--- src/rtl/result_stage_sequencer_pkg.sv ---
`default_nettype none
// ---------------------------------------------------------------------------
// result_seq_pkg : shared encodings for the MFCC result-stage sequencer
// Revision: 1.0
// ---------------------------------------------------------------------------
package result_seq_pkg;

  localparam int DEFAULT_NUM_STAGES  = 5;
  localparam int DEFAULT_SEL_WIDTH   = 3;
  localparam int DEFAULT_FRAME_WIDTH = 16;

  localparam logic [2:0] ST_IDLE   = 3'd0;
  localparam logic [2:0] ST_LAUNCH = 3'd1;
  localparam logic [2:0] ST_WAIT   = 3'd2;
  localparam logic [2:0] ST_NEXT   = 3'd3;
  localparam logic [2:0] ST_FINISH = 3'd4;

  typedef enum logic [2:0] {
    IDLE   = ST_IDLE,
    LAUNCH = ST_LAUNCH,
    WAIT   = ST_WAIT,
    NEXT   = ST_NEXT,
    FINISH = ST_FINISH
  } state_t;

  // Result-mux input ordering, one per pipeline stage
  localparam logic [DEFAULT_SEL_WIDTH-1:0] SEL_FRAME = 3'd0;
  localparam logic [DEFAULT_SEL_WIDTH-1:0] SEL_FFT   = 3'd1;
  localparam logic [DEFAULT_SEL_WIDTH-1:0] SEL_MEL   = 3'd2;
  localparam logic [DEFAULT_SEL_WIDTH-1:0] SEL_LOG   = 3'd3;
  localparam logic [DEFAULT_SEL_WIDTH-1:0] SEL_DCT   = 3'd4;

endpackage
`default_nettype wire

--- src/rtl/result_stage_sequencer_next_finder.sv ---
`default_nettype none
// ---------------------------------------------------------------------------
// stage_next_finder : lowest enabled stage index strictly above cur
// Revision: 1.0
// ---------------------------------------------------------------------------
module stage_next_finder
  import result_seq_pkg::*;
#(
  parameter int NUM_STAGES = DEFAULT_NUM_STAGES,
  parameter int SEL_WIDTH  = DEFAULT_SEL_WIDTH
) (
  input  logic [NUM_STAGES-1:0] mask,
  input  logic [SEL_WIDTH-1:0]  cur,
  output logic [SEL_WIDTH-1:0]  next_idx,
  output logic                  found
);

  // cur of all-ones means "before stage 0", giving a first-enabled lookup
  logic before_first;
  assign before_first = &cur;

  always_comb begin
    next_idx = '0;
    found    = 1'b0;
    for (int k = NUM_STAGES - 1; k >= 0; k--) begin
      if (mask[k] && (before_first || (SEL_WIDTH'(k) > cur))) begin
        next_idx = SEL_WIDTH'(k);
        found    = 1'b1;
      end
    end
  end

endmodule
`default_nettype wire

--- src/rtl/result_stage_sequencer.sv ---
`default_nettype none
// ---------------------------------------------------------------------------
// result_stage_sequencer : launches MFCC stages frame by frame, owns result mux
// Revision: 1.0
// ---------------------------------------------------------------------------
module result_stage_sequencer
  import result_seq_pkg::*;
#(
  parameter int NUM_STAGES  = DEFAULT_NUM_STAGES,
  parameter int SEL_WIDTH   = DEFAULT_SEL_WIDTH,
  parameter int FRAME_WIDTH = DEFAULT_FRAME_WIDTH
) (
  input  logic                   clk,
  input  logic                   rst,
  input  logic                   start,
  input  logic                   abort,
  input  logic [FRAME_WIDTH-1:0] num_frames,
  input  logic [NUM_STAGES-1:0]  stage_en,
  input  logic [NUM_STAGES-1:0]  stage_done,
  output logic [NUM_STAGES-1:0]  stage_start,
  output logic [SEL_WIDTH-1:0]   addr_sel,
  output logic [FRAME_WIDTH-1:0] frame_idx,
  output logic                   busy,
  output logic                   all_done,
  output logic                   err
);

  state_t                 state;
  logic [SEL_WIDTH-1:0]   cur;
  logic [FRAME_WIDTH-1:0] frames_q;
  logic [NUM_STAGES-1:0]  mask_q;

  logic [NUM_STAGES-1:0]  first_mask;
  logic [SEL_WIDTH-1:0]   first_idx;
  logic                   first_found;
  logic [SEL_WIDTH-1:0]   next_idx;
  logic                   next_found;
  logic [NUM_STAGES-1:0]  cur_onehot;
  logic                   cur_done;
  logic                   foreign_done;
  logic                   last_frame;

  // In IDLE the mask is not latched yet, so look at the live request
  assign first_mask = (state == IDLE) ? stage_en : mask_q;

  stage_next_finder #(
    .NUM_STAGES (NUM_STAGES),
    .SEL_WIDTH  (SEL_WIDTH)
  ) u_first (
    .mask     (first_mask),
    .cur      ({SEL_WIDTH{1'b1}}),
    .next_idx (first_idx),
    .found    (first_found)
  );

  stage_next_finder #(
    .NUM_STAGES (NUM_STAGES),
    .SEL_WIDTH  (SEL_WIDTH)
  ) u_next (
    .mask     (mask_q),
    .cur      (cur),
    .next_idx (next_idx),
    .found    (next_found)
  );

  assign cur_onehot   = NUM_STAGES'(1) << cur;
  assign cur_done     = |(stage_done & cur_onehot);
  assign foreign_done = |(stage_done & ~cur_onehot);
  assign last_frame   = (frame_idx == (frames_q - 1'b1));

  always_ff @(posedge clk or posedge rst) begin
    if (rst) begin
      state       <= IDLE;
      cur         <= '0;
      frames_q    <= '0;
      mask_q      <= '0;
      stage_start <= '0;
      addr_sel    <= '0;
      frame_idx   <= '0;
      busy        <= 1'b0;
      all_done    <= 1'b0;
      err         <= 1'b0;
    end else if (abort && (state != IDLE)) begin
      // err is deliberately kept so software can see why the run stopped
      state       <= IDLE;
      cur         <= '0;
      stage_start <= '0;
      addr_sel    <= '0;
      frame_idx   <= '0;
      busy        <= 1'b0;
      all_done    <= 1'b0;
    end else begin
      stage_start <= '0;
      all_done    <= 1'b0;
      case (state)
        IDLE: begin
          if (start) begin
            if ((num_frames != '0) && first_found) begin
              frames_q    <= num_frames;
              mask_q      <= stage_en;
              frame_idx   <= '0;
              cur         <= first_idx;
              addr_sel    <= first_idx;
              stage_start <= NUM_STAGES'(1) << first_idx;
              busy        <= 1'b1;
              err         <= 1'b0;
              state       <= LAUNCH;
            end else begin
              all_done <= 1'b1;
            end
          end
        end
        LAUNCH: begin
          if (|stage_done) err <= 1'b1;
          state <= WAIT;
        end
        WAIT: begin
          if (foreign_done) err <= 1'b1;
          if (cur_done) state <= NEXT;
        end
        NEXT: begin
          if (next_found) begin
            cur         <= next_idx;
            addr_sel    <= next_idx;
            stage_start <= NUM_STAGES'(1) << next_idx;
            state       <= LAUNCH;
          end else if (last_frame) begin
            all_done <= 1'b1;
            busy     <= 1'b0;
            addr_sel <= '0;
            cur      <= '0;
            state    <= FINISH;
          end else begin
            frame_idx   <= frame_idx + 1'b1;
            cur         <= first_idx;
            addr_sel    <= first_idx;
            stage_start <= NUM_STAGES'(1) << first_idx;
            state       <= LAUNCH;
          end
        end
        FINISH: state <= IDLE;
        default: state <= IDLE;
      endcase
    end
  end

endmodule
`default_nettype wire

--- config.mk ---
export PLATFORM = sky130hd
export DESIGN_NAME = result_stage_sequencer
export DESIGN_NICKNAME = d
export VERILOG_FILES = /design/src/rtl/result_stage_sequencer_pkg.sv /design/src/rtl/result_stage_sequencer_next_finder.sv /design/src/rtl/result_stage_sequencer.sv
export SDC_FILE = /design/constraint.sdc
export NUM_CORES = 1
export LEC_CHECK = 0
export BUFFER_PORTS_ARGS = -buffer_cell sky130_fd_sc_hd__buf_4
export CAP_MARGIN = 40
export CELL_PAD_IN_SITES_DETAIL_PLACEMENT = 1
export CELL_PAD_IN_SITES_GLOBAL_PLACEMENT = 1
export CORE_ASPECT_RATIO = 1.4
export CORE_UTILIZATION = 30
export CTS_CLUSTER_SIZE = 25
export DETAILED_ROUTE_END_ITERATION = 10
export GPL_TIMING_DRIVEN = 0
export PLACE_DENSITY = 0.63
export SYNTH_ARGS = -nofsm -noshare
export SYNTH_HDL_FRONTEND = slang
export SYNTH_HIERARCHICAL = 1
export SYNTH_SLANG_ARGS = --single-unit
--- constraint.sdc ---
create_clock -name clk -period 3.4 [get_ports clk]
set_input_delay 0.68 -clock clk [delete_from_list [all_inputs] [get_ports clk]]
set_output_delay 0.68 -clock clk [all_outputs]
set_load 0.05 [all_outputs]
-- Yosys cells after proc, flatten, opt, wreduce, memory -nomap -nowiden
Cells that the tools add are included.
- bits in registers: 51
- bits of input ports: 30
- output and inout port bits: 27
- logic and storage cells: 127
- add/subtract/negate cells: 2
- magnitude comparators: 5
- eq/ne operators: 14
- shifts and indexed selects: 3
- muxes and demuxes: 63
- bitwise gates (word level): 4
- reduce and logical (&&, ||, !) cells: 27
- operator list (operator ; number):
    2-to-1 mux 16 bit ; 5
    2-to-1 mux 3 bit ; 21
    case mux 16 bit (2 select lines) ; 1
    2-to-1 mux 5 bit ; 6
    2-to-1 mux 1 bit ; 24
    adder 16 x 1 -> 16 bit (second input constant) ; 1
    equality test 16 bit ; 1
    nonzero test 16 bit ; 1
    subtractor 16 x 1 -> 16 bit (second input constant) ; 1
    OR reduction 5 bit ; 3
    << shifter 1 x 3 -> 5 bit (first input constant) ; 3
    != test 3 bit (second input constant) ; 4
    case mux 3 bit (4 select lines) ; 1
    AND 5 bit ; 2
    case mux 5 bit (2 select lines) ; 1
    AND reduction 5 bit ; 2
    AND reduction 3 bit ; 3
    nonzero test 3 bit ; 3
    logical AND 1 bit ; 7
    equality test 3 x 2 -> 1 bit (second input constant) ; 2
    > comparator 1 x 3 -> 1 bit (first input constant) ; 2
    > comparator 2 x 3 -> 1 bit (first input constant) ; 2
    != test 2 bit (second input constant) ; 3
    case mux 3 bit (2 select lines) ; 1
    13 further kinds ; 18

-- Longest topological paths before layout
Gate-level depths: netlist (run 1).
- depth in word-level cells: 12
- mapped depth: 17
- mapped depth without buffers: 14

-- Cells and area by module
The synthesis (run 1) kept the hierarchy.
- modules (own cells, without submodules) (module ; times used ; cells each ; area an instance (um^2) ; sequential area each (um^2)):
    result_stage_sequencer ; 1 ; 409 ; 3367.0 ; 1276.2
    stage_next_finder at u_next ; 1 ; 22 ; 160.2 ; 0.0
    stage_next_finder at u_first ; 1 ; 22 ; 132.6 ; 0.0

-- Worst setup path after synthesis (run 1)
Ideal clock, no wire load.
- path type: register to register
- start: register state[0]
- end: register frame_idx[13]
- library setup time: 0.076 ns
- arrival time: 3.103 ns
- required time: 3.324 ns
- path slack: 0.221 ns
- stages on the path, launching flop included: 17
- path buffers: 2
- path through: dfrtp_1 -> clkbuf_1 -> nor3_2 -> nand2_1 -> nand2_1 -> nor2_1 -> a221oi_2 -> nor2_1 -> nand2_1 -> inv_1 -> a41oi_1 -> nand3_1 -> o211ai_1 -> clkbuf_1 -> nand4_1 -> or3_1 -> a21oi_2
- RTL lines (element ; RTL line ; source):
    from (decl) ; result_stage_sequencer.sv:28 ; state_t state;
    from (signal assigned) ; result_stage_sequencer.sv:73 ; state <= IDLE;
    from (signal assigned) ; result_stage_sequencer.sv:85 ; state <= IDLE;
    from (signal assigned) ; result_stage_sequencer.sv:107 ; state <= LAUNCH;
    logical NOT 3 bit ; result_stage_sequencer.sv:44 ; assign first_mask = (state == IDLE) ? stage_en : mask_q;
    2-to-1 mux 5 bit ; result_stage_sequencer.sv:44 ;
    via first_mask[3] ; result_stage_sequencer.sv:33 ; logic [NUM_STAGES-1:0] first_mask;
    2-to-1 mux 1 bit (4 in a row) ; result_stage_sequencer_next_finder.sv:26 ; if (mask[k] && (before_first || (SEL_WIDTH'(k) > cur))) begin
    via first_found ; result_stage_sequencer.sv:35 ; logic first_found;
    logical AND 1 bit ; result_stage_sequencer.sv:98 ; if ((num_frames != '0) && first_found) begin
    != test 3 x 1 -> 1 bit (no line) ; - ;
    AND reduction 5 bit (no line) ; - ;
    to (signal assigned) ; result_stage_sequencer.sv:134 ; frame_idx <= frame_idx + 1'b1;
    to (decl) ; result_stage_sequencer.sv:22 ; output logic [FRAME_WIDTH-1:0] frame_idx,
The timed path passes the listed nets, and every way through them passes these cells.
A chain may end at the register's enable or synchronous reset.

-- Worst setup path in the final report (run 1)
- start: register frames_q[0]
- end: register stage_start[1]
- longest elaborated chain between the ends: 6
- RTL lines (element ; RTL line ; source):
    from (decl) ; result_stage_sequencer.sv:30 ; logic [FRAME_WIDTH-1:0] frames_q;
    from (signal assigned) ; result_stage_sequencer.sv:99 ; frames_q <= num_frames;
    subtractor 16 x 1 -> 16 bit ; result_stage_sequencer.sv:69 ; assign last_frame = (frame_idx == (frames_q - 1'b1));
    equality test 16 bit ; result_stage_sequencer.sv:69 ;
    2-to-1 mux 5 bit ; result_stage_sequencer.sv:127 ; end else if (last_frame) begin
    2-to-1 mux 5 bit ; result_stage_sequencer.sv:122 ; if (next_found) begin
    case mux 5 bit (2 select lines) ; result_stage_sequencer.sv:95 ; case (state)
    2-to-1 mux 5 bit ; result_stage_sequencer.sv:83 ; end else if (abort && (state != IDLE)) begin
    to (signal assigned) ; result_stage_sequencer.sv:104 ; stage_start <= NUM_STAGES'(1) << first_idx;
    to (signal assigned) ; result_stage_sequencer.sv:125 ; stage_start <= NUM_STAGES'(1) << next_idx;
    to (signal assigned) ; result_stage_sequencer.sv:137 ; stage_start <= NUM_STAGES'(1) << first_idx;
    to (decl) ; result_stage_sequencer.sv:20 ; output logic [NUM_STAGES-1:0] stage_start,
No other way between the ends.

==> results of run 1 <==
[metrics by stage]
stage | instance area, um^2 | setup WS (ns) | cells | util (%) | setup TNS [ns]
2_1_floorplan | 3720 | 0.221 | 469 | - | 0
4_1_cts | 4610 | 0.00624 | 685 | 38.8 | 0
5_1_grt | 4690 | 0.00435 | 688 | 39.5 | 0
3_3_place_gp | 4320 | -0.535 | 672 | 36.4 | -6.91
3_5_place_dp | 4350 | -0.666 | 674 | 36.6 | -11.34
6_report | 4690 | 0.259 | 688 | 39.5 | 0
[path summary, 6_finish.rpt]
kind,start,slack [ns],endpoint,depth (start not counted)
worst max-delay path,frames_q[0],0.26,stage_start[1],11
worst min register to register,frames_q[15],0.51,frames_q[15],2
worst min-delay path,rst,0.39,stage_start[1],2
max in group asynchronous,rst,2.45,state[1],3
min in group clk,frames_q[15],0.51,frames_q[15],2
worst max register to register,frames_q[0],0.26,stage_start[1],11
[cell type report]
cell class,count,area [um^2],share of cell area [%]
well taps,147,184,3.92
clock buffers,6,129,2.75
plain buffers,19,91.3,1.95
clock inverters,2,60.1,1.28
flip-flops and latches,51,1280,27.3
repair buffers,68,523,11.1
multi-input cells,380,2370,50.5
inverters,15,56.3,1.20
[worst max-delay path, cell delays in order (launching register included)]
cell and delay [ns]:
dfrtp_1 0.32, clkbuf_1 0.32, inv_1 0.12, ha_2 0.27
nor3b_2 0.20, and3_1 0.22, o311ai_0 0.41, a22oi_2 0.16
buf_4 0.19, nand4bb_1 0.37, a21oi_2 0.30, o22ai_1 0.12
[flip-flops by register name (all words and copies together), names as in the netlist]
signal / count
state: 3
frames_q: 16
stage_start: 5
cur: 3
frame_idx: 16
busy: 1
mask_q: 5
err: 1
all_done: 1
[synthesized netlist by cell type (5+ instances only)]
| cell type | number | share of area (%) |
|---|---|---|
| nand2_1 | 106 | 11 |
| dfrtp_1 | 51 | 35 |
| o21ai_0 | 27 | 3.7 |
| nor2_1 | 26 | 2.7 |
| clkbuf_1 | 17 | 1.7 |
| nand3_1 | 16 | 2.2 |
| xnor2_1 | 15 | 3.6 |
| inv_1 | 14 | 1.4 |
| and3_1 | 13 | 2.2 |
| a21oi_1 | 11 | 1.5 |
| nor4_1 | 9 | 1.5 |
| o41ai_1 | 9 | 2.2 |
| nand2b_1 | 8 | 1.4 |
| nor3_1 | 8 | 1.1 |
| or3_1 | 8 | 1.4 |
| xor2_1 | 7 | 1.7 |
| a22oi_1 | 6 | 1.2 |
| o22ai_1 | 6 | 1.0 |
| or4_1 | 6 | 1.2 |
| mux2i_1 | 5 | 1.4 |
| o211ai_1 | 5 | 1.0 |
[where the power goes]
| part | internal (mW) | switching (mW) |
|---|---|---|
| Sequential | 0.780 | 0.260 |
| Clock | 0.423 | 0.234 |
| Combinational | 0.843 | 1.36 |
| Total | 2.05 | 1.85 |
[repair_timing]
action	4_1_cts	5_1_grt
endpoints found under the setup margin	45	44
resized for setup	7	15
pin swaps	5	2
buffers inserted	7	3
[placed cells by master, fill, tap and decap left out, types with 6 or more instances in the layout]
cell / instances
conb_1: 17
o41ai_1: 8
o21ai_0: 27
o22ai_1: 6
nor3_1: 7
or3_1: 7
clkbuf_1: 12
nor2_1: 26
nand2b_1: 8
nor4_1: 9
xnor2_1: 15
nand2_1: 105
a22oi_1: 6
dfrtp_1: 49
xor2_1: 7
and3_1: 13
or4_1: 6
inv_1: 13
nand3_1: 15
buf_4: 69
a21oi_1: 9
[cell families (layout without fill, tap and decap cells)]
family,after synthesis,count (layout),share of synthesized area (%)
compound gates,104,104,21.0
fa+ha+maj,2,2,0.684
simple gates,229,229,32.1
mux,6,6,1.68
other cells,1,17,0.102
flops,51,51,34.9
buf+inv,38,110,4.31
xor+xnor,22,22,5.27
[metal layers]
| metal | global-route usage, % | part of all wire (%) | wire, um | vias to the layer above |
|---|---|---|---|---|
| met5 | 0 | 0 | 0 | - |
| met4 | 6.06 | 2.0 | 231 | 0 |
| met3 | 2.53 | 2.6 | 305 | 17 |
| met2 | 39.3 | 58 | 6860 | 64 |
| met1 | 21.4 | 37 | 4430 | 1842 |
| li1 | - | - | - | 1784 |
==> results.sh, run 1 <==
export IMPL_status="finished clean"
export IMPL_netlist_instances=453
export IMPL_yosysWarnings=6
export IMPL_insertion_delay_ns=0.30
export IMPL_fin_crit_ns=3.14
export IMPL_gp_congestion=0.827
export IMPL_area_growth_pct=28.2
export IMPL_syn_area_mm2=0.00366
export IMPL_ant_nets=0
export IMPL_max_freq_mhz=318
export IMPL_ioPinCount=57
export IMPL_dp_hpwl_um=9440
export IMPL_cts_buffer_depth=2
export IMPL_clock_sinks=51
export IMPL_hold_violations=0
export IMPL_tritoncts="built"
export IMPL_numCtsBuffers=5
export IMPL_htreeDepth=2
export IMPL_power_density_mw_per_mm2=830
export IMPL_synth_edf_count=0
export IMPL_required_ns=3.54
export IMPL_yosys_cell_types_count=72
export IMPL_overflow=0
export IMPL_grt_max_degree=34
export IMPL_rsz0062_at_grt="no"
export IMPL_drc=0
export IMPL_criticalPathCategory="register to register"
export IMPL_nets=572
export IMPL_fp_dieArea_mm2=0.0127
export IMPL_fp_dieH_um=133
export IMPL_antenna_found_initial=0
export IMPL_nFillCells=1440
export IMPL_final_setup_viol_count=0
export IMPL_n_antenna_cell=0
export IMPL_ys_flop_type="dfrtp_1"
export IMPL_total_power_mw=3.90
export IMPL_worstSetupEndpointType="register"
export IMPL_critPathMaxFanout=9
export IMPL_drv_cap=0
export IMPL_wl_per_cell_um=17.2
export IMPL_max_slew_margin_rel_pct=43.0
export IMPL_start_util_pct=30.8
export IMPL_drv_slew=0
export IMPL_grt_pass1_vias=3809
export IMPL_drive_above_1_share_pct=22.6
export IMPL_ir_drop_mv=0.342
export IMPL_hold_slack_ns=0.392
export IMPL_grt_pass1_wl_um=19500
export IMPL_synth_area_per_cell_um2=8.08
export IMPL_io_buffers=56
export IMPL_fin_crit_sh_pct=92.4
export IMPL_ys_seq_area_share_pct=34.9
export IMPL_worst_pin_slew_ns=0.834
export IMPL_hold_path_class="primary input to asynchronous set/reset pin"
export IMPL_cts_root_buf="clkbuf_16"
export IMPL_drt_wl_total_um=11800
export IMPL_row_count=47
export IMPL_core_area_mm2=0.0119
export IMPL_cts_hold_fix_buffers=0
export IMPL_dieWidth_um=95.3
export IMPL_grt_usage_pct=20.1
export IMPL_drt_iter0_markers=76
export IMPL_critPathArrivalTime_ns=3.28
export IMPL_vias_per_cell=5.39
export IMPL_async_flop_share_pct=100
export IMPL_yosys_register_bits=51
export IMPL_path_clk_slew_ns=0.07
export IMPL_cp_start_kind="register"
export IMPL_finClkSkew_ns=0.00762
export IMPL_vias=3707
export IMPL_drt_pass1_iter_count=4
export IMPL_p_leak_nw=2.07
(Power assumes the default switching activity.)
==> run 2: changes to the inputs <==
--- a/config.mk
+++ b/config.mk
@@ -5,7 +5,7 @@
 export SDC_FILE = /design/constraint.sdc
 export NUM_CORES = 1
 export LEC_CHECK = 0
-export BUFFER_PORTS_ARGS = -buffer_cell sky130_fd_sc_hd__buf_4
+export BUFFER_PORTS_ARGS = -buffer_cell sky130_fd_sc_hd__buf_2
 export CAP_MARGIN = 40
 export CELL_PAD_IN_SITES_DETAIL_PLACEMENT = 1
 export CELL_PAD_IN_SITES_GLOBAL_PLACEMENT = 1
==> run 2 against run 1 <==
Compared with the run above: cell count down 0.29%; design area is 4.2% lower; sequential share of layout area up 1.2 points; worst hold slack gained 0.072 ns; utilization fell by 1.7 points; first-iteration DRC count is 9.2% higher; non-clock buffer count down 2; critical path type unchanged; largest power group unchanged.
==> results.sh, run 2 (same netlist as run 1, synthesis figures left out) <==
export IMPL_status="finished clean"
export IMPL_hold_path_class="primary input to asynchronous set/reset pin"
export IMPL_dieWidth_um=95.3
export IMPL_dp_hpwl_um=9470
export IMPL_power_density_mw_per_mm2=847
export IMPL_placedInstanceArea_mm2=0.00421
export IMPL_seqPwrFrac_pct=27.7
export IMPL_max_slew_margin_rel_pct=44.1
export IMPL_tritoncts="built"
export IMPL_insertion_delay_ns=0.30
export IMPL_drv_slew=0
export IMPL_antenna_found_initial=0
export IMPL_wl_per_cell_um=17.3
export IMPL_critPathMaxStageDelay_ns=0.57
export IMPL_nets=570
export IMPL_drc=0
export IMPL_ioPinCount=57
export IMPL_critPathArrivalTime_ns=3.41
export IMPL_drv_cap=0
export IMPL_ir_drop_mv=0.381
export IMPL_hold_violations=0
export IMPL_grt_max_degree=29
export IMPL_fin_crit_sh_pct=93.9
export IMPL_max_freq_mhz=313
export IMPL_vias=3659
export IMPL_swShare_pct=48.8
export IMPL_htreeDepth=2
export IMPL_worstSetupEndpointType="register"
export IMPL_critical_path_slowest_cell="or4_1"
export IMPL_numCtsBuffers=5
export IMPL_cts_root_buf="clkbuf_16"
export IMPL_start_util_pct=30.8
export IMPL_cts_hold_fix_buffers=0
export IMPL_criticalPathCategory="register to register"
export IMPL_ant_nets=0
export IMPL_final_setup_viol_count=0
export IMPL_cp_start_kind="register"
export IMPL_p_comb_share_pct=56.3
export IMPL_place_ws_ns=-0.657
export IMPL_io_buffers=56
export IMPL_p_leak_nw=2.03
export IMPL_met2WireLength_um=6910
export IMPL_critPathMaxFanout=10
export IMPL_path_clk_slew_ns=0.07
export IMPL_finClkSkew_ns=0.00656
export IMPL_area_growth_pct=22.7
export IMPL_overflow=0
export IMPL_setup_ws_ns=0.208
export IMPL_crit_chain="or3_4 > nand2_1 > nand2_1 > or2_1 > a22o_1 > nor2_1 > nand2_1 > inv_1 > a41oi_2 > nand3_2 > nand2_1 > or4_1 > o21ai_0"
export IMPL_top_layer="met4"
export IMPL_grt_pass1_wl_um=19500
export IMPL_postLayoutCellArea_mm2=0.00449
export IMPL_drt_wl_total_um=11800
export IMPL_drive_above_1_share_pct=22.4
export IMPL_fin_crit_ns=3.19
export IMPL_drt_iter0_markers=83
export IMPL_fin_setup_tns_ns=0
export IMPL_p_int_mw=1.95
export IMPL_crit_top_cell="nand2_1"
export IMPL_vias_per_cell=5.33
export IMPL_fp_dieH_um=133
export IMPL_clock_sinks=51
export IMPL_grt_usage_pct=20.1
export IMPL_power_share_clock_pct=16.0
export IMPL_row_count=47
export IMPL_worst_pin_slew_ns=0.836
export IMPL_n_antenna_cell=0
export IMPL_largestRegisters="frame_idx: 16 flops, frames_q: 16 flops"
export IMPL_required_ns=3.62
export IMPL_grt_pass1_vias=3847
export IMPL_wl_met1_um=4460
export IMPL_gp_congestion=0.818
export IMPL_cts_buffer_depth=2
export IMPL_core_area_mm2=0.0119
export IMPL_rsz0062_at_grt="no"
export IMPL_p_switching_mw=1.86
export IMPL_layout_commonest_cell="nand2_1"
export IMPL_layout_common_cells="106 x nand2_1, 59 x buf_2, 49 x dfrtp_1"
export IMPL_fp_dieArea_mm2=0.0127
export IMPL_drt_pass1_iter_count=4
export IMPL_wl_met3_um=250
==> run 2: cell type report <==
cell class	count	area, um^2
fill	1459	7390
multi-input combinational	380	2330
sequential	51	1280
timing repair buffer	67	375
tap	147	184
clock buffer	6	139
buffer	18	88.8
inverter	15	56.3
clock inverter	2	35.0
==> run 2: per-stage QoR <==
stage               total power [mW]  instances  utilization, %  hold WS (ns)
floorplan                       2.49        469               -         0.467
global placement                3.00        672            35.2         0.486
detailed placement              3.08        674            35.5         0.498
CTS                             3.79        683            37.4         0.499
global route                    4.11        686            37.8         0.520
finish                          3.81        686            37.8         0.464
==> run 2: metal layers <==
layer / global-route usage [%] / vias up
met1: 20.4 / 1819
met3: 2.59 / 12
met5: 0 / -
met2: 40.8 / 43
met4: 5.39 / 0
li1: - / 1785
==> run 2: final timing paths <==
path	from	end	slack [ns]	cells past startpoint
min in group clk	frames_q[15]	frames_q[15]	0.50	2
max in group asynchronous	rst	frame_idx[6]	2.36	3
setup reg to reg	state[0]	frame_idx[2]	0.21	13
hold / removal	rst	stage_start[1]	0.46	2
hold reg to reg	frames_q[15]	frames_q[15]	0.50	2
setup / recovery	state[0]	frame_idx[2]	0.21	13
==> run 2: power by group through the flow <==
stage | clock network, mW | logic [mW] | registers [mW]
6_report | 0.608 | 2.14 | 1.05
5_1_grt | 0.643 | 2.37 | 1.09
4_1_cts | 0.625 | 2.12 | 1.04
3_5_place_dp | 0 | 2.06 | 1.02
3_3_place_gp | 0 | 1.99 | 1.01
2_1_floorplan | 0 | 1.39 | 1.11
==> run 2: worst max-delay path, delay by kind of cell (launching register included) <==
| family | cells | cell delay [ns] |
|---|---|---|
| AND/OR/NAND/NOR | 9 | 2.16 |
| AO/OA/AOI/OAI | 3 | 0.39 |
| flip-flops | 1 | 0.48 |
| buffers and inverters | 1 | 0.07 |
==> run 2: repair_timing <==
action,4_1_cts,5_1_grt
pin swaps,4,3
resized for setup,9,9
buffers inserted,5,4
setup endpoints to repair,45,46
==> run 3: changes to the inputs <==
--- a/config.mk
+++ b/config.mk
@@ -5,6 +5,7 @@
 export SDC_FILE = /design/constraint.sdc
 export NUM_CORES = 1
 export LEC_CHECK = 0
+export ABC_AREA = 1
 export BUFFER_PORTS_ARGS = -buffer_cell sky130_fd_sc_hd__buf_2
 export CAP_MARGIN = 40
 export CELL_PAD_IN_SITES_DETAIL_PLACEMENT = 1
@@ -14,7 +15,7 @@
 export CTS_CLUSTER_SIZE = 25
 export DETAILED_ROUTE_END_ITERATION = 10
 export GPL_TIMING_DRIVEN = 0
-export PLACE_DENSITY = 0.63
+export PLACE_DENSITY = 0.65
 export SYNTH_ARGS = -nofsm -noshare
 export SYNTH_HDL_FRONTEND = slang
 export SYNTH_HIERARCHICAL = 1
==> run 3 against run 2 <==
Compared with the run above: first-iteration DRC count grew 94%; design area is 7.1% higher; sequential share of layout area is 1.9 points lower; critical path depth is 5 higher; critical endpoint is now busy; highest routed layer unchanged.
==> results.sh, run 3 <==
export IMPL_crit_top_cell="nand2_1"
export IMPL_area_growth_pct=18.7
export IMPL_fin_crit_ns=3.05
export IMPL_wl_per_cell_um=15.4
export IMPL_htreeDepth=2
export IMPL_dp_hpwl_um=11100
export IMPL_use_met1_pct=22.5
export IMPL_yosysWarnings=6
export IMPL_critical_path_slowest_cell="dfrtp_1"
export IMPL_grt_pass1_wl_um=23100
export IMPL_drv_slew=0
export IMPL_clock_sinks=51
export IMPL_tritoncts="built"
export IMPL_numCtsBuffers=5
export IMPL_required_ns=3.56
export IMPL_ys_flop_type="dfrtp_1"
export IMPL_fp_dieArea_mm2=0.0140
export IMPL_dieWidth_um=100
export IMPL_synth_area_top_cells="dfrtp_1 31%, nand2_1 17%, inv_1 7.4%"
export IMPL_yosys_register_bits=51
export IMPL_nets=736
export IMPL_p_leak_nw=2.40
export IMPL_r2r_slack_ns=0.35
export IMPL_total_power_mw=3.82
export IMPL_max_slew_margin_rel_pct=60.8
export IMPL_synth_top_cell_area_share_pct=31.5
export IMPL_final_setup_viol_count=0
export IMPL_drt_pass1_iter_count=4
export IMPL_status="finished clean"
export IMPL_cts_buffer_depth=2
export IMPL_n_antenna_cell=0
export IMPL_async_flop_share_pct=100
export IMPL_synth_compound_area_share_pct=12.1
export IMPL_dp_cells=873
export IMPL_hold_violations=0
export IMPL_fin_crit_sh_pct=89.8
export IMPL_gp_congestion=0.865
export IMPL_synth_mux_area_share_pct=0
export IMPL_max_freq_mhz=328
export IMPL_yosys_area_share_adder_pct=0.617
export IMPL_drt_wl_total_um=13600
export IMPL_crit_chain="nor2_2 > inv_2 > nor2_2 > inv_1 > clkbuf_2 > o21ai_0 > inv_1 > nor2_1 > a21oi_1 > nand2_1 > nand2_1 > o21ai_2 > o21ai_0 > inv_1 > buf_4 > nand3_1 > nand2_1 > nand2_1"
export IMPL_rsz0062_at_grt="no"
export IMPL_synth_common_cells="183 x nand2_1, 80 x inv_1, 68 x nor2_1, 53 x nand3_1, 51 x dfrtp_1"
export IMPL_layout_common_cells="183 x nand2_1, 79 x inv_1, 66 x nor2_1"
export IMPL_yosysTopAreaCell="dfrtp_1"
export IMPL_synth_simple_area_share_pct=42.1
export IMPL_fin_cells=883
export IMPL_r2r_worst_path_cells=18
export IMPL_largestRegisters="frame_idx: 16 flops, frames_q: 16 flops"
export IMPL_fin_setup_tns_ns=0
export IMPL_syn_area_mm2=0.00405
export IMPL_layout_commonest_cell="nand2_1"
export IMPL_yosys_cell_types_count=45
export IMPL_synth_area_per_cell_um2=6.48
export IMPL_worst_pin_slew_ns=0.583
export IMPL_grt_max_degree=31
export IMPL_drive_above_1_share_pct=16.9
export IMPL_grt_use_met3_pct=2.11
export IMPL_row_count=49
export IMPL_ioPinCount=57
export IMPL_criticalPathCategory="register to register"
export IMPL_nFillCells=1777
export IMPL_r2r_start="state[2]"
export IMPL_drc=0
export IMPL_hold_path_class="primary input to asynchronous set/reset pin"
export IMPL_critPathMaxFanout=10
export IMPL_synth_edf_count=0
export IMPL_vias_per_cell=4.86
export IMPL_critPathMaxStageDelay_ns=0.41
export IMPL_cts_root_buf="clkbuf_16"
export IMPL_fp_dieH_um=140
export IMPL_grt_use_met2_pct=41.8
export IMPL_finClkSkew_ns=0.00879
export IMPL_grt_pass1_vias=4677
export IMPL_synth_top_family_by_area="simple AND/OR/NAND/NOR gates"
export IMPL_io_buffers=56
export IMPL_critPathArrivalTime_ns=3.21
export IMPL_drt_iter0_markers=161
export IMPL_ant_nets=0
export IMPL_cp_start_kind="register"
export IMPL_vias=4294
export IMPL_cts_hold_fix_buffers=0
export IMPL_yosys_area_share_xor_xnor_pct=4.08
export IMPL_busiest_layer="met2"
export IMPL_drv_cap=0
export IMPL_path_clk_slew_ns=0.07
export IMPL_ys_seq_area_share_pct=31.5
export IMPL_yosysMostFrequentCell="nand2_1"
export IMPL_insertion_delay_ns=0.30
export IMPL_power_density_mw_per_mm2=793
export IMPL_overflow=0
export IMPL_netlist_instances=625
export IMPL_reg2reg_to="busy"
export IMPL_antenna_found_initial=0
export IMPL_start_util_pct=31.2
export IMPL_grt_usage_pct=21.1
export IMPL_core_area_mm2=0.0130
export IMPL_worstSetupEndpointType="register"
export IMPL_ir_drop_mv=0.445
run 3: critical path: cells and delay by family (launching register included):
kind / cells / cell delay [ns]
buffers and inverters: 6 / 0.78
AOI/OAI and AO/OA: 4 / 0.66
and+or+nand+nor: 8 / 1.06
DFF: 1 / 0.41
run 3: timing repair:
action,4_1_cts,5_1_grt
setup buffers,0,2
gates resized for setup,0,8
endpoints found under the setup margin,0,46
run 3: through the flow:
step                      hold slack, ns  worst slack (ns)  area (um^2)  util (%)
after detailed placement           0.503            0.0658         4620      35.6
after floorplan                    0.469             0.766         4100         -
after global routing               0.472            0.0262         4810      37.0
final                              0.422             0.348         4810      37.0
after CTS                          0.451           0.00859         4780      36.8
after global placement             0.471            0.0907         4600      35.4
run 3: per-layer routing:
layer  share of wire (%)  routed length [um]
met1                  39                5260
met2                  57                7760
met3                 1.5                 204
met4                 2.7                 368
met5                   0                   0
run 3: layout make-up:
| class | count | area (um^2) | share of cell area (%) |
|---|---|---|---|
| repair buffers | 59 | 315 | 6.55 |
| flip-flops and latches | 51 | 1280 | 26.5 |
| well taps | 178 | 223 | 4.63 |
| multi-input cells | 492 | 2460 | 51.0 |
| clock buffers | 8 | 156 | 3.25 |
| plain buffers | 12 | 73.8 | 1.53 |
| inverters | 83 | 312 | 6.47 |
run 3: worst max path at each step:
stage,slack (ns),endpoint,depth (start not counted),start
2_1_floorplan,0.77,frame_idx[9],18,state[2]
3_3_place_gp,0.09,frame_idx[15],18,state[2]
3_5_place_dp,0.07,frame_idx[11],18,state[0]
6_report,0.35,busy,18,state[2]
5_1_grt,0.03,frame_idx[11],18,state[2]
4_1_cts,0.009,frame_idx[11],18,state[2]
run 3: cells by family (layout without fill, tap and decap cells):
kind of cell    after synthesis  count (layout)
fa+ha+maj                     2               2
flops                        51              51
buf+inv                      95             162
compound gates               81              81
other cells                   1              14
xor+xnor                     18              18
simple gates                377             377
run 3: power breakdown:
| group | internal, mW | total [mW] | leakage (nW) | switching (mW) |
|---|---|---|---|---|
| clock network | 0.314 | 0.545 | 0.0772 | 0.230 |
| logic | 0.705 | 2.28 | 1.65 | 1.57 |
| registers | 0.778 | 0.998 | 0.670 | 0.219 |
| total | 1.80 | 3.82 | 2.40 | 2.02 |
